## src/rtl/multicycle_control_fsm.sv

```systemverilog
// Sequencing controller for the multicycle RV32I core. Walks each instruction
// through FETCH/DECODE/EXEC/MEM/WB. Handshakes with variable-latency memories.
// Traps on illegal opcodes and memory timeouts, and counts retired instructions.
module multicycle_control_fsm #(
  parameter int TIMEOUT = 16,
  parameter int CNT_W   = 32
) (
  input  logic             clk,
  input  logic             rst_n,
  input  logic [6:0]       OpCode,
  input  logic [2:0]       Funct3,
  input  logic [6:0]       Funct7,
  input  logic             InstrReady,
  input  logic             MemReady,
  output logic             IMRd,
  output logic             IRWr,
  output logic             PCWr,
  output logic             RUWr,
  output logic             ALUASrc,
  output logic             ALUBSrc,
  output logic [3:0]       ALUOp,
  output logic [2:0]       ImmSrc,
  output logic [4:0]       BrOp,
  output logic             DMRd,
  output logic             DMWr,
  output logic [2:0]       DMCtrl,
  output logic [1:0]       RUDataWrSrc,
  output logic [2:0]       State,
  output logic             Trap,
  output logic [1:0]       TrapCause,
  output logic [CNT_W-1:0] InstRet
);

  localparam int TW = $clog2(TIMEOUT + 1);
  // A wait that has already spent TIMEOUT-1 cycles and still sees no ready traps.
  localparam logic [TW-1:0] WAIT_LAST = TW'(TIMEOUT - 1);

  localparam logic [6:0] OP_R      = 7'b0110011;
  localparam logic [6:0] OP_I      = 7'b0010011;
  localparam logic [6:0] OP_LOAD   = 7'b0000011;
  localparam logic [6:0] OP_STORE  = 7'b0100011;
  localparam logic [6:0] OP_BRANCH = 7'b1100011;
  localparam logic [6:0] OP_JAL    = 7'b1101111;
  localparam logic [6:0] OP_JALR   = 7'b1100111;
  localparam logic [6:0] OP_LUI    = 7'b0110111;
  localparam logic [6:0] OP_AUIPC  = 7'b0010111;

  localparam logic [3:0] ALU_ADD    = 4'b0000;
  localparam logic [3:0] ALU_PASS_B = 4'b1001;

  localparam logic [2:0] IMM_I = 3'b000;
  localparam logic [2:0] IMM_S = 3'b001;
  localparam logic [2:0] IMM_U = 3'b010;
  localparam logic [2:0] IMM_B = 3'b101;
  localparam logic [2:0] IMM_J = 3'b110;

  localparam logic [1:0] WB_ALU = 2'b00;
  localparam logic [1:0] WB_MEM = 2'b01;
  localparam logic [1:0] WB_PC4 = 2'b10;

  localparam logic [4:0] BR_NONE = 5'b00000;
  localparam logic [4:0] BR_JUMP = 5'b10000;

  localparam logic [1:0] CAUSE_ILLEGAL = 2'b01;
  localparam logic [1:0] CAUSE_FETCH   = 2'b10;
  localparam logic [1:0] CAUSE_MEM     = 2'b11;

  typedef enum logic [2:0] {
    S_FETCH  = 3'b000,
    S_DECODE = 3'b001,
    S_EXEC   = 3'b010,
    S_MEM    = 3'b011,
    S_WB     = 3'b100,
    S_TRAP   = 3'b111
  } state_t;

  state_t           state, next_state;
  logic [TW-1:0]    wait_cnt;
  logic [6:0]       opcode_q;
  logic [2:0]       funct3_q;
  logic             funct7_5_q;
  logic [1:0]       cause_q;
  logic [CNT_W-1:0] inst_ret_q;

  // Only Funct7[5] carries meaning for RV32I control (SUB/SRA/SRAI).
  logic unused_funct7;
  assign unused_funct7 = ^{Funct7[6], Funct7[4:0]};

  logic is_load, is_store, is_branch, is_jump;
  assign is_load   = (opcode_q == OP_LOAD);
  assign is_store  = (opcode_q == OP_STORE);
  assign is_branch = (opcode_q == OP_BRANCH);
  assign is_jump   = (opcode_q == OP_JAL) || (opcode_q == OP_JALR);

  function automatic logic is_legal(input logic [6:0] op);
    case (op)
      OP_R, OP_I, OP_LOAD, OP_STORE, OP_BRANCH,
      OP_JAL, OP_JALR, OP_LUI, OP_AUIPC: is_legal = 1'b1;
      default:                           is_legal = 1'b0;
    endcase
  endfunction

  // The alternate bit only distinguishes ADD/SUB (funct3 000) and SRL/SRA (101).
  function automatic logic [3:0] arith_op(input logic [2:0] f3, input logic alt);
    if ((f3 == 3'b000) || (f3 == 3'b101)) arith_op = {alt, f3};
    else                                  arith_op = {1'b0, f3};
  endfunction

  logic       imrd_c, irwr_c, pcwr_c, ruwr_c, dmrd_c, dmwr_c, alu_en;
  logic [2:0] dmctrl_c;
  logic [1:0] rusrc_c;
  logic [4:0] brop_c;
  logic       wait_inc, trap_set;
  logic [1:0] trap_code;
  logic       alu_a_c, alu_b_c;
  logic [3:0] alu_op_c;
  logic [2:0] imm_c;

  // Datapath ALU/immediate selection for the latched instruction.
  always_comb begin
    alu_a_c  = 1'b0;
    alu_b_c  = 1'b0;
    alu_op_c = ALU_ADD;
    imm_c    = IMM_I;
    case (opcode_q)
      OP_R:      alu_op_c = arith_op(funct3_q, funct7_5_q);
      OP_I: begin
        alu_b_c  = 1'b1;
        alu_op_c = arith_op(funct3_q, (funct3_q == 3'b101) && funct7_5_q);
      end
      OP_LOAD:   alu_b_c = 1'b1;
      OP_STORE: begin
        alu_b_c = 1'b1;
        imm_c   = IMM_S;
      end
      OP_BRANCH: begin
        alu_a_c = 1'b1;
        alu_b_c = 1'b1;
        imm_c   = IMM_B;
      end
      OP_JAL: begin
        alu_a_c = 1'b1;
        alu_b_c = 1'b1;
        imm_c   = IMM_J;
      end
      OP_JALR:   alu_b_c = 1'b1;
      OP_LUI: begin
        alu_b_c  = 1'b1;
        imm_c    = IMM_U;
        alu_op_c = ALU_PASS_B;
      end
      OP_AUIPC: begin
        alu_a_c = 1'b1;
        alu_b_c = 1'b1;
        imm_c   = IMM_U;
      end
      default: ;
    endcase
  end

  // Next-state logic and per-state strobes. The ALU controls stay driven from
  // EXEC through MEM/WB because the address, write-back value and jump target
  // are all taken from the live ALU result.
  always_comb begin
    next_state = state;
    imrd_c     = 1'b0;
    irwr_c     = 1'b0;
    pcwr_c     = 1'b0;
    ruwr_c     = 1'b0;
    dmrd_c     = 1'b0;
    dmwr_c     = 1'b0;
    dmctrl_c   = 3'b000;
    rusrc_c    = WB_ALU;
    brop_c     = BR_NONE;
    alu_en     = 1'b0;
    wait_inc   = 1'b0;
    trap_set   = 1'b0;
    trap_code  = 2'b00;
    case (state)
      S_FETCH: begin
        imrd_c = 1'b1;
        if (InstrReady) begin
          irwr_c     = 1'b1;
          next_state = S_DECODE;
        end else if (wait_cnt == WAIT_LAST) begin
          next_state = S_TRAP;
          trap_set   = 1'b1;
          trap_code  = CAUSE_FETCH;
        end else begin
          wait_inc = 1'b1;
        end
      end
      S_DECODE: begin
        if (is_legal(OpCode)) begin
          next_state = S_EXEC;
        end else begin
          next_state = S_TRAP;
          trap_set   = 1'b1;
          trap_code  = CAUSE_ILLEGAL;
        end
      end
      S_EXEC: begin
        alu_en = 1'b1;
        if (is_branch) begin
          brop_c     = {2'b01, funct3_q};
          pcwr_c     = 1'b1;
          next_state = S_FETCH;
        end else if (is_load || is_store) begin
          next_state = S_MEM;
        end else begin
          next_state = S_WB;
        end
      end
      S_MEM: begin
        alu_en   = 1'b1;
        dmrd_c   = is_load;
        dmwr_c   = is_store;
        dmctrl_c = funct3_q;
        if (MemReady) begin
          if (is_load) begin
            next_state = S_WB;
          end else begin
            pcwr_c     = 1'b1;
            next_state = S_FETCH;
          end
        end else if (wait_cnt == WAIT_LAST) begin
          next_state = S_TRAP;
          trap_set   = 1'b1;
          trap_code  = CAUSE_MEM;
        end else begin
          wait_inc = 1'b1;
        end
      end
      S_WB: begin
        alu_en     = 1'b1;
        ruwr_c     = 1'b1;
        pcwr_c     = 1'b1;
        next_state = S_FETCH;
        if (is_load)      rusrc_c = WB_MEM;
        else if (is_jump) rusrc_c = WB_PC4;
        if (is_jump)      brop_c  = BR_JUMP;
      end
      S_TRAP: ;
      default: next_state = S_FETCH;
    endcase
  end

  // Output drive; reset forces every strobe and encoding low immediately.
  always_comb begin
    IMRd        = 1'b0;
    IRWr        = 1'b0;
    PCWr        = 1'b0;
    RUWr        = 1'b0;
    ALUASrc     = 1'b0;
    ALUBSrc     = 1'b0;
    ALUOp       = 4'b0000;
    ImmSrc      = 3'b000;
    BrOp        = BR_NONE;
    DMRd        = 1'b0;
    DMWr        = 1'b0;
    DMCtrl      = 3'b000;
    RUDataWrSrc = WB_ALU;
    if (rst_n) begin
      IMRd        = imrd_c;
      IRWr        = irwr_c;
      PCWr        = pcwr_c;
      RUWr        = ruwr_c;
      ALUASrc     = alu_en & alu_a_c;
      ALUBSrc     = alu_en & alu_b_c;
      ALUOp       = alu_en ? alu_op_c : 4'b0000;
      ImmSrc      = alu_en ? imm_c : 3'b000;
      BrOp        = brop_c;
      DMRd        = dmrd_c;
      DMWr        = dmwr_c;
      DMCtrl      = dmctrl_c;
      RUDataWrSrc = rusrc_c;
    end
  end

  assign State     = state;
  assign Trap      = (state == S_TRAP);
  assign TrapCause = cause_q;
  assign InstRet   = inst_ret_q;

  // State, wait counter, latched fields, trap cause and retire counter.
  always_ff @(posedge clk or negedge rst_n) begin
    if (!rst_n) begin
      state      <= S_FETCH;
      wait_cnt   <= '0;
      opcode_q   <= '0;
      funct3_q   <= '0;
      funct7_5_q <= 1'b0;
      cause_q    <= 2'b00;
      inst_ret_q <= '0;
    end else begin
      state <= next_state;
      if (next_state != state) wait_cnt <= '0;
      else if (wait_inc)       wait_cnt <= wait_cnt + TW'(1);
      if (state == S_DECODE) begin
        opcode_q   <= OpCode;
        funct3_q   <= Funct3;
        funct7_5_q <= Funct7[5];
      end
      if (trap_set) cause_q    <= trap_code;
      if (pcwr_c)   inst_ret_q <= inst_ret_q + CNT_W'(1);
    end
  end

endmodule
```

## config.mk

```make
export PLATFORM = sky130hd
export DESIGN_NAME = multicycle_control_fsm
export DESIGN_NICKNAME = d
export VERILOG_FILES = /design/src/rtl/multicycle_control_fsm.sv
export SDC_FILE = /design/constraint.sdc
export NUM_CORES = 1
export LEC_CHECK = 0
export ABC_CLOCK_PERIOD_IN_PS = 2700
export BUFFER_PORTS_ARGS = -buffer_cell sky130_fd_sc_hd__buf_2
export CAP_MARGIN = 30
export CORE_MARGIN = 3
export CORE_UTILIZATION = 55
export CTS_BUF_LIST = sky130_fd_sc_hd__clkbuf_16
export DETAILED_ROUTE_END_ITERATION = 6
export MAX_ROUTING_LAYER = met4
export PLACE_DENSITY = 0.88
export SYNTH_ARGS = -nofsm -noshare
export SYNTH_HDL_FRONTEND = slang
export SYNTH_SLANG_ARGS = --single-unit
```

## constraint.sdc

```tcl
create_clock -name clk -period 2.7 [get_ports clk]
set_input_delay 0.675 -clock clk [delete_from_list [all_inputs] [get_ports clk]]
set_output_delay 0.675 -clock clk [all_outputs]
set_load 0.005 [all_outputs]
```

==> metrics.cfg, run 1 <==
[power]
ir_drop_mv=0.373
power_density_nw_per_um2=801
finalPower_uw=2820
p_leak_uw=0.00166

[critical_path]
reg2reg_slack_ns=0.64
crit_path_max_fanout=7
reg2reg_to=InstRet[10]$_DFFE_PN0P_
rr_startpoint=opcode_q[2]$_DFFE_PN0P_
worstSetupPathType=flop to output port
crit_path_start_kind=flop
crit_arrival_ns=1.92
reg2reg_depth=6
worst_ep_required_time_ns=2.03
crit_path_start=opcode_q[3]$_DFFE_PN0P_
crit_path_end_kind=output port

[synth]
synthCells=287
synth-simple-area-share_pct=26.0
synth-compound-area-share_pct=9.50
synthMuxAreaShare_pct=3.94
syn_nets=311
yosysWarnings=0
synth-adder-area-share_pct=1.31
seq_area_frac_synth_pct=46.4
yosysTopAreaCellShare_pct=46.4
synth_xor_area_share_pct=9.81
ys_ff_latch=53
yosysUniqueCellTypes=47
avgSynthCellArea_um2=9.96
syn_area_um2=2860
synth_edf_count=0
ys.flop_type=dfrtp_1
synth_top_family_by_area=simple AND/OR/NAND/NOR gates
yosysTopAreaCell=dfrtp_1
synth-async-reset-ratio_pct=100
synth_area_leaders=dfrtp_1 (46%), xnor2_1 (8.0%), mux2_2 (3.9%)

[detailed_routing]
route.detailed.drc=0
routed_wl_mm=6.91
vias_per_cell=5.71
vias=2497
drt-pass1-iter-count=4
ant_nets=0
routedWlPerCell_um=15.8
drt_iter0_markers=199

[floorplan]
dieArea_um2=6100
ios=84
die_h_um=78.1
core_area_um2=4880
start_util_pct=58.6
die_w_um=78.1
row_count=25

[final_layout]
area_delta_synth_final_pct=23.0
nets=393
antenna_cells=0
post_route_cells_drive_above_1_share_pct=30.5

[clocking]
h-tree-depth=2
cts_max_path_buffers=2
numCtsBuffers=5
post_cts_buffers=0
holdBufCountCts=0
cts_tree=done
worstSkewPairLatency_ns=0.29
cts_sinks=53
clockRootBuffer=clkbuf_16
path_clk_slew_ns=0.07

[global_routing]
grt_max_degree=44
grt_pass1_wl_mm=11.5
met2_usage_pct=39.4
grt_use_met3_pct=3.33
grt-ovfl-total=0
use_met1_pct=31.9
grt_use_total_pct=24.3
busiest_layer=met2
grt_pass1_vias=2419
antenna_found_initial=0

[sta]
min_period_ns=2.60
worstMarginPinSlew_ns=0.520
max_freq_mhz=385
setup_viol=0
hold_violations=0
worst_slack_ns=0.102
skew_ns=0.00889
max_slew_margin_pct=65.3
final_max_slew_viol_count=0
timing.final.crit_share_pct=96.2

[placed_design]
dpl_worst_slack_ns=0.231
numPortBuffers=77
gp_congestion=0.974
place_hpwl_mm=5.07

[worst_hold_path]
worst_hold_path_type=primary input to async pin

[job]
drv_cap=0

[run_status]
status=complete, no violations

layer usage:
layer	part of all wire [%]	up-vias
li1	-	1195
met1	44	1197
met2	49	98
met3	6.4	7
met4	1.1	0
met5	0	-
critical path: stages (launching register included):
cell and delay, ns:
dfrtp_1 0.47, nand4bb_1 0.43, nor4_4 0.45, and2_1 0.18, buf_2 0.11
repair_timing:
action / in CTS / in global routing
endpoints found under the setup margin: 3 / 3
pin swaps: 0 / 0
gates resized for setup: 1 / 4
power breakdown:
group	switching (uW)	internal [uW]
Clock	278	341
Sequential	259	961
Combinational	521	455
Total	1060	1760
placed cells by master (no fill, tap or decap), types with 3 or more instances in the layout:
| cell type | synthesis | routed |
|---|---|---|
| o21ai_0 | 16 | 16 |
| nor3_1 | 13 | 13 |
| nand4b_1 | 4 | 4 |
| clkbuf_16 | 0 | 5 |
| or2_2 | 3 | 3 |
| nand2_1 | 23 | 23 |
| nand4_1 | 11 | 11 |
| ha_1 | 3 | 3 |
| nor2b_1 | 5 | 5 |
| dfrtp_1 | 53 | 53 |
| xor2_1 | 6 | 6 |
| a21oi_1 | 8 | 8 |
| nand3b_1 | 3 | 3 |
| mux2_2 | 10 | 10 |
| xnor2_1 | 26 | 26 |
| buf_4 | 0 | 8 |
| and4_1 | 4 | 4 |
| inv_1 | 10 | 10 |
| nand3_1 | 16 | 16 |
| and2_1 | 9 | 9 |
| buf_2 | 3 | 77 |
| and3_1 | 11 | 11 |
| nor2_1 | 13 | 13 |
worst max path at each step:
stage | endpoint | slack [ns] | cells after the start
after floorplan | BrOp[0] | 0.55 | 5
after global placement | BrOp[2] | 0.34 | 5
after detailed placement | BrOp[1] | 0.23 | 5
after CTS | ALUOp[1] | 0.06 | 5
after global routing | ALUOp[2] | -0.02 | 5
final | BrOp[1] | 0.10 | 4
per-stage QoR:
stage | util, % | cell area, um^2 | TNS, ns | hold WS (ns) | cells
global placement | 68.4 | 3340 | 0 | 0.455 | 429
finish | 72.0 | 3510 | 0 | 0.391 | 437
CTS | 71.5 | 3490 | 0 | 0.373 | 437
detailed placement | 68.4 | 3340 | 0 | 0.468 | 429
floorplan | - | 2860 | 0 | 0.379 | 287
global route | 72.0 | 3510 | -0.0151 | 0.396 | 437
state kept, by name, summed over array words and instances, names as in the netlist:
name        count
InstRet        32
opcode_q        7
TrapCause       2
wait_cnt        5
State           3
funct3_q        3
funct7_5_q      1
final cells by class:
cell class | count | area, um^2
tap | 67 | 83.8
inverter | 10 | 37.5
clock inverter | 3 | 17.5
fill | 359 | 1370
clock buffer | 5 | 125
timing repair buffer | 85 | 445
sequential | 53 | 1330
multi-input combinational | 214 | 1480
synth_stat cells, types with 6 or more instances:
cell	count
mux2_2	10
nand2_1	23
nor2_1	13
nand3_1	16
a21oi_1	8
xor2_1	6
dfrtp_1	53
o21ai_0	16
and2_1	9
inv_1	10
and3_1	11
nand4_1	11
xnor2_1	26
nor3_1	13
kinds of logic (layout without fill, tap and decap cells):
| group | Yosys count | count (layout) |
|---|---|---|
| fa+ha+maj | 3 | 3 |
| buf+inv | 20 | 103 |
| compound gates | 39 | 39 |
| mux | 10 | 10 |
| flops | 53 | 53 |
| simple gates | 130 | 130 |
| xor+xnor | 32 | 32 |
(Power assumes the default switching activity.)
==> run 2, diff against run 1 <==
--- a/config.mk
+++ b/config.mk
@@ -9,11 +9,11 @@
 export BUFFER_PORTS_ARGS = -buffer_cell sky130_fd_sc_hd__buf_2
 export CAP_MARGIN = 30
 export CORE_MARGIN = 3
-export CORE_UTILIZATION = 55
+export CORE_UTILIZATION = 50
 export CTS_BUF_LIST = sky130_fd_sc_hd__clkbuf_16
 export DETAILED_ROUTE_END_ITERATION = 6
 export MAX_ROUTING_LAYER = met4
-export PLACE_DENSITY = 0.88
+export PLACE_DENSITY = 0.82
 export SYNTH_ARGS = -nofsm -noshare
 export SYNTH_HDL_FRONTEND = slang
 export SYNTH_SLANG_ARGS = --single-unit
==> metrics.cfg, run 2 (synthesized netlist as in run 1, its figures left out) <==
[power]
power_density_nw_per_um2=786  ; was 801 nW/um^2
finalPower_uw=2740  ; was 2820 uW
sw_frac_of_total_pct=36.7  ; was 37.6%
power.share.clock_pct=22.1  ; was 22.0%
p_comb_share_pct=32.7  ; was 34.7%
ir_drop_mv=0.360  ; was 0.373 mV
p_seq_share_pct=45.3  ; was 43.4%
p_leak_uw=0.00165  ; was 0.00166 uW
internal_power_uw=1740  ; was 1760 uW
p_switching_uw=1010  ; was 1060 uW

[final_layout]
layout_common_cells=buf_2 (77), dfrtp_1 (50), xnor2_1 (26)  ; was buf_2 (77), dfrtp_1 (53), xnor2_1 (26)
area_delta_synth_final_pct=22.0  ; was 23.0%
layout_commonest_cell=buf_2  ; unchanged
largest_reg_flops=32  ; unchanged
post_route_cells_drive_above_1_share_pct=30.6  ; was 30.5%
stdcell_count=439  ; was 437
fin_util_pct=65.8  ; was 72.0%
nets=392  ; was 393
antenna_cells=0  ; unchanged
fill_cells=432  ; was 359

[floorplan]
ios=84  ; unchanged
die_w_um=81.6  ; was 78.1 um
dieArea_um2=6660  ; was 6100 um^2
row_count=26  ; was 25
core_area_um2=5300  ; was 4880 um^2
start_util_pct=53.9  ; was 58.6%
die_h_um=81.6  ; was 78.1 um

[job]
drv_cap=0  ; unchanged

[sta]
finalHoldWorstSlack_ns=0.224  ; was 0.391 ns
timing.final.crit_share_pct=92.7  ; was 96.2%
worstMarginPinSlew_ns=0.490  ; was 0.520 ns
max_freq_mhz=400  ; was 385 MHz
min_period_ns=2.50  ; was 2.60 ns
setup_viol=0  ; unchanged
hold_violations=0  ; unchanged
rsz0062_at_grt=false
max_slew_margin_pct=67.3  ; was 65.3%
final_max_slew_viol_count=0  ; unchanged
skew_ns=0.00599  ; was 0.00889 ns
finalSetupTns_ns=0  ; unchanged

[clocking]
worstSkewPairLatency_ns=0.28  ; was 0.29 ns
cts_max_path_buffers=2  ; unchanged
cts_sinks=53  ; unchanged
holdBufCountCts=0  ; unchanged
clockRootBuffer=clkbuf_16  ; unchanged
cts_tree=done  ; unchanged
numCtsBuffers=5  ; unchanged
h-tree-depth=2  ; unchanged
path_clk_slew_ns=0.07  ; about the same

[detailed_routing]
drt_iter0_markers=89  ; was 199
routedWlPerCell_um=14.9  ; was 15.8 um
vias=2426  ; was 2497
route.detailed.drc=0  ; unchanged
vias_per_cell=5.53  ; was 5.71
drt-pass1-iter-count=4  ; unchanged
ant_nets=0  ; unchanged
routed_wl_mm=6.55  ; was 6.91 mm

[run_status]
status=complete, no violations  ; unchanged

[critical_path]
reg2reg_to=InstRet[24]$_DFFE_PN0P_  ; was InstRet[10]$_DFFE_PN0P_
crit_arrival_ns=1.83  ; was 1.92 ns
worst_ep_required_time_ns=2.03  ; about the same
crit_path_end_kind=output port  ; unchanged
reg2reg_slack_ns=0.65  ; was 0.64 ns
crit_end=ALUOp[2]  ; was BrOp[1]
crit_path_max_fanout=7  ; unchanged
crit_path_start=opcode_q[3]$_DFFE_PN0P_  ; unchanged
rr_startpoint=opcode_q[2]$_DFFE_PN0P_  ; unchanged
crit_path_start_kind=flop  ; unchanged
worstSetupPathType=flop to output port  ; unchanged
reg2reg_depth=6  ; unchanged

[placed_design]
dp_cells=431  ; was 429
place_hpwl_mm=5.00  ; was 5.07 mm
numPortBuffers=77  ; unchanged
gp_congestion=0.901  ; was 0.974

[global_routing]
grt_max_degree=32  ; was 44
grt_pass1_vias=2246  ; was 2419
grt_pass1_wl_mm=10.6  ; was 11.5 mm
grt_use_total_pct=21.1  ; was 24.3%
grt-ovfl-total=0  ; unchanged
antenna_found_initial=0  ; unchanged

[worst_hold_path]
worst_hold_path_type=primary input to async pin  ; unchanged

[run 2: cell types whose count changed in the layout (fill, tap and decap cells not counted), sizes merged]
| cell | delta |
|---|---|
| buf | -1 |
[run 2: critical path: stages (launching register included)]
cell	delay [ns]
dfrtp_1	0.45
nand4bb_1	0.36
nor4b_1	0.46
and2_1	0.17
buf_2	0.11
[run 2: per-layer routing]
metal / vias to the layer above / track usage, % / wire length, um
met5: - / - / 0
met4: 0 / 7.31 / 117
met3: 11 / 3.84 / 449
met2: 85 / 32.7 / 3040
li1: 1178 / - / -
met1: 1152 / 28.1 / 2940
[run 2: worst min-delay path by stage]
stage / from / to / slack, ns / cells past startpoint
final: rst_n / State[2]$_DFF_PN0_ / 0.22 / 1
after global routing: rst_n / State[2]$_DFF_PN0_ / 0.22 / 1
after CTS: rst_n / TrapCause[1]$_DFFE_PN0P_ / 0.21 / 1
after detailed placement: InstRet[31]$_DFFE_PN0P_ / InstRet[31]$_DFFE_PN0P_ / 0.47 / 1
after global placement: InstRet[31]$_DFFE_PN0P_ / InstRet[31]$_DFFE_PN0P_ / 0.46 / 1
after floorplan: rst_n / InstRet[0]$_DFFE_PN0P_ / 0.38 / 0
[run 2: per-stage QoR]
step | cell area (um^2) | setup slack (ns)
5_1_grt | 3490 | 0.0340
6_report | 3490 | 0.197
2_1_floorplan | 2860 | 0.546
3_5_place_dp | 3330 | 0.307
4_1_cts | 3480 | 0.0234
3_3_place_gp | 3330 | 0.323
[run 2: power by group through the flow]
stage          sequential (uW)  clock, uW  combinational (uW)
2_1_floorplan             1130          0                 688
3_3_place_gp              1220          0                 869
3_5_place_dp              1240          0                 897
4_1_cts                   1220        626                 898
5_1_grt                   1270        658                1000
6_report                  1240        605                 896
[run 2: timing repair]
item	in CTS	in global routing
setup endpoints to repair	0	6
buffers inserted	0	0
resized for setup	0	4
[run 2: area by class of cell]
cell class	count	area, um^2	area share (%)
multi-input combinational	214	1450	41.6
sequential	53	1330	38.1
timing repair buffer	84	438	12.6
clock buffer	5	125	3.59
tap	70	87.6	2.51
inverter	10	37.5	1.08
clock inverter	3	17.5	0.502
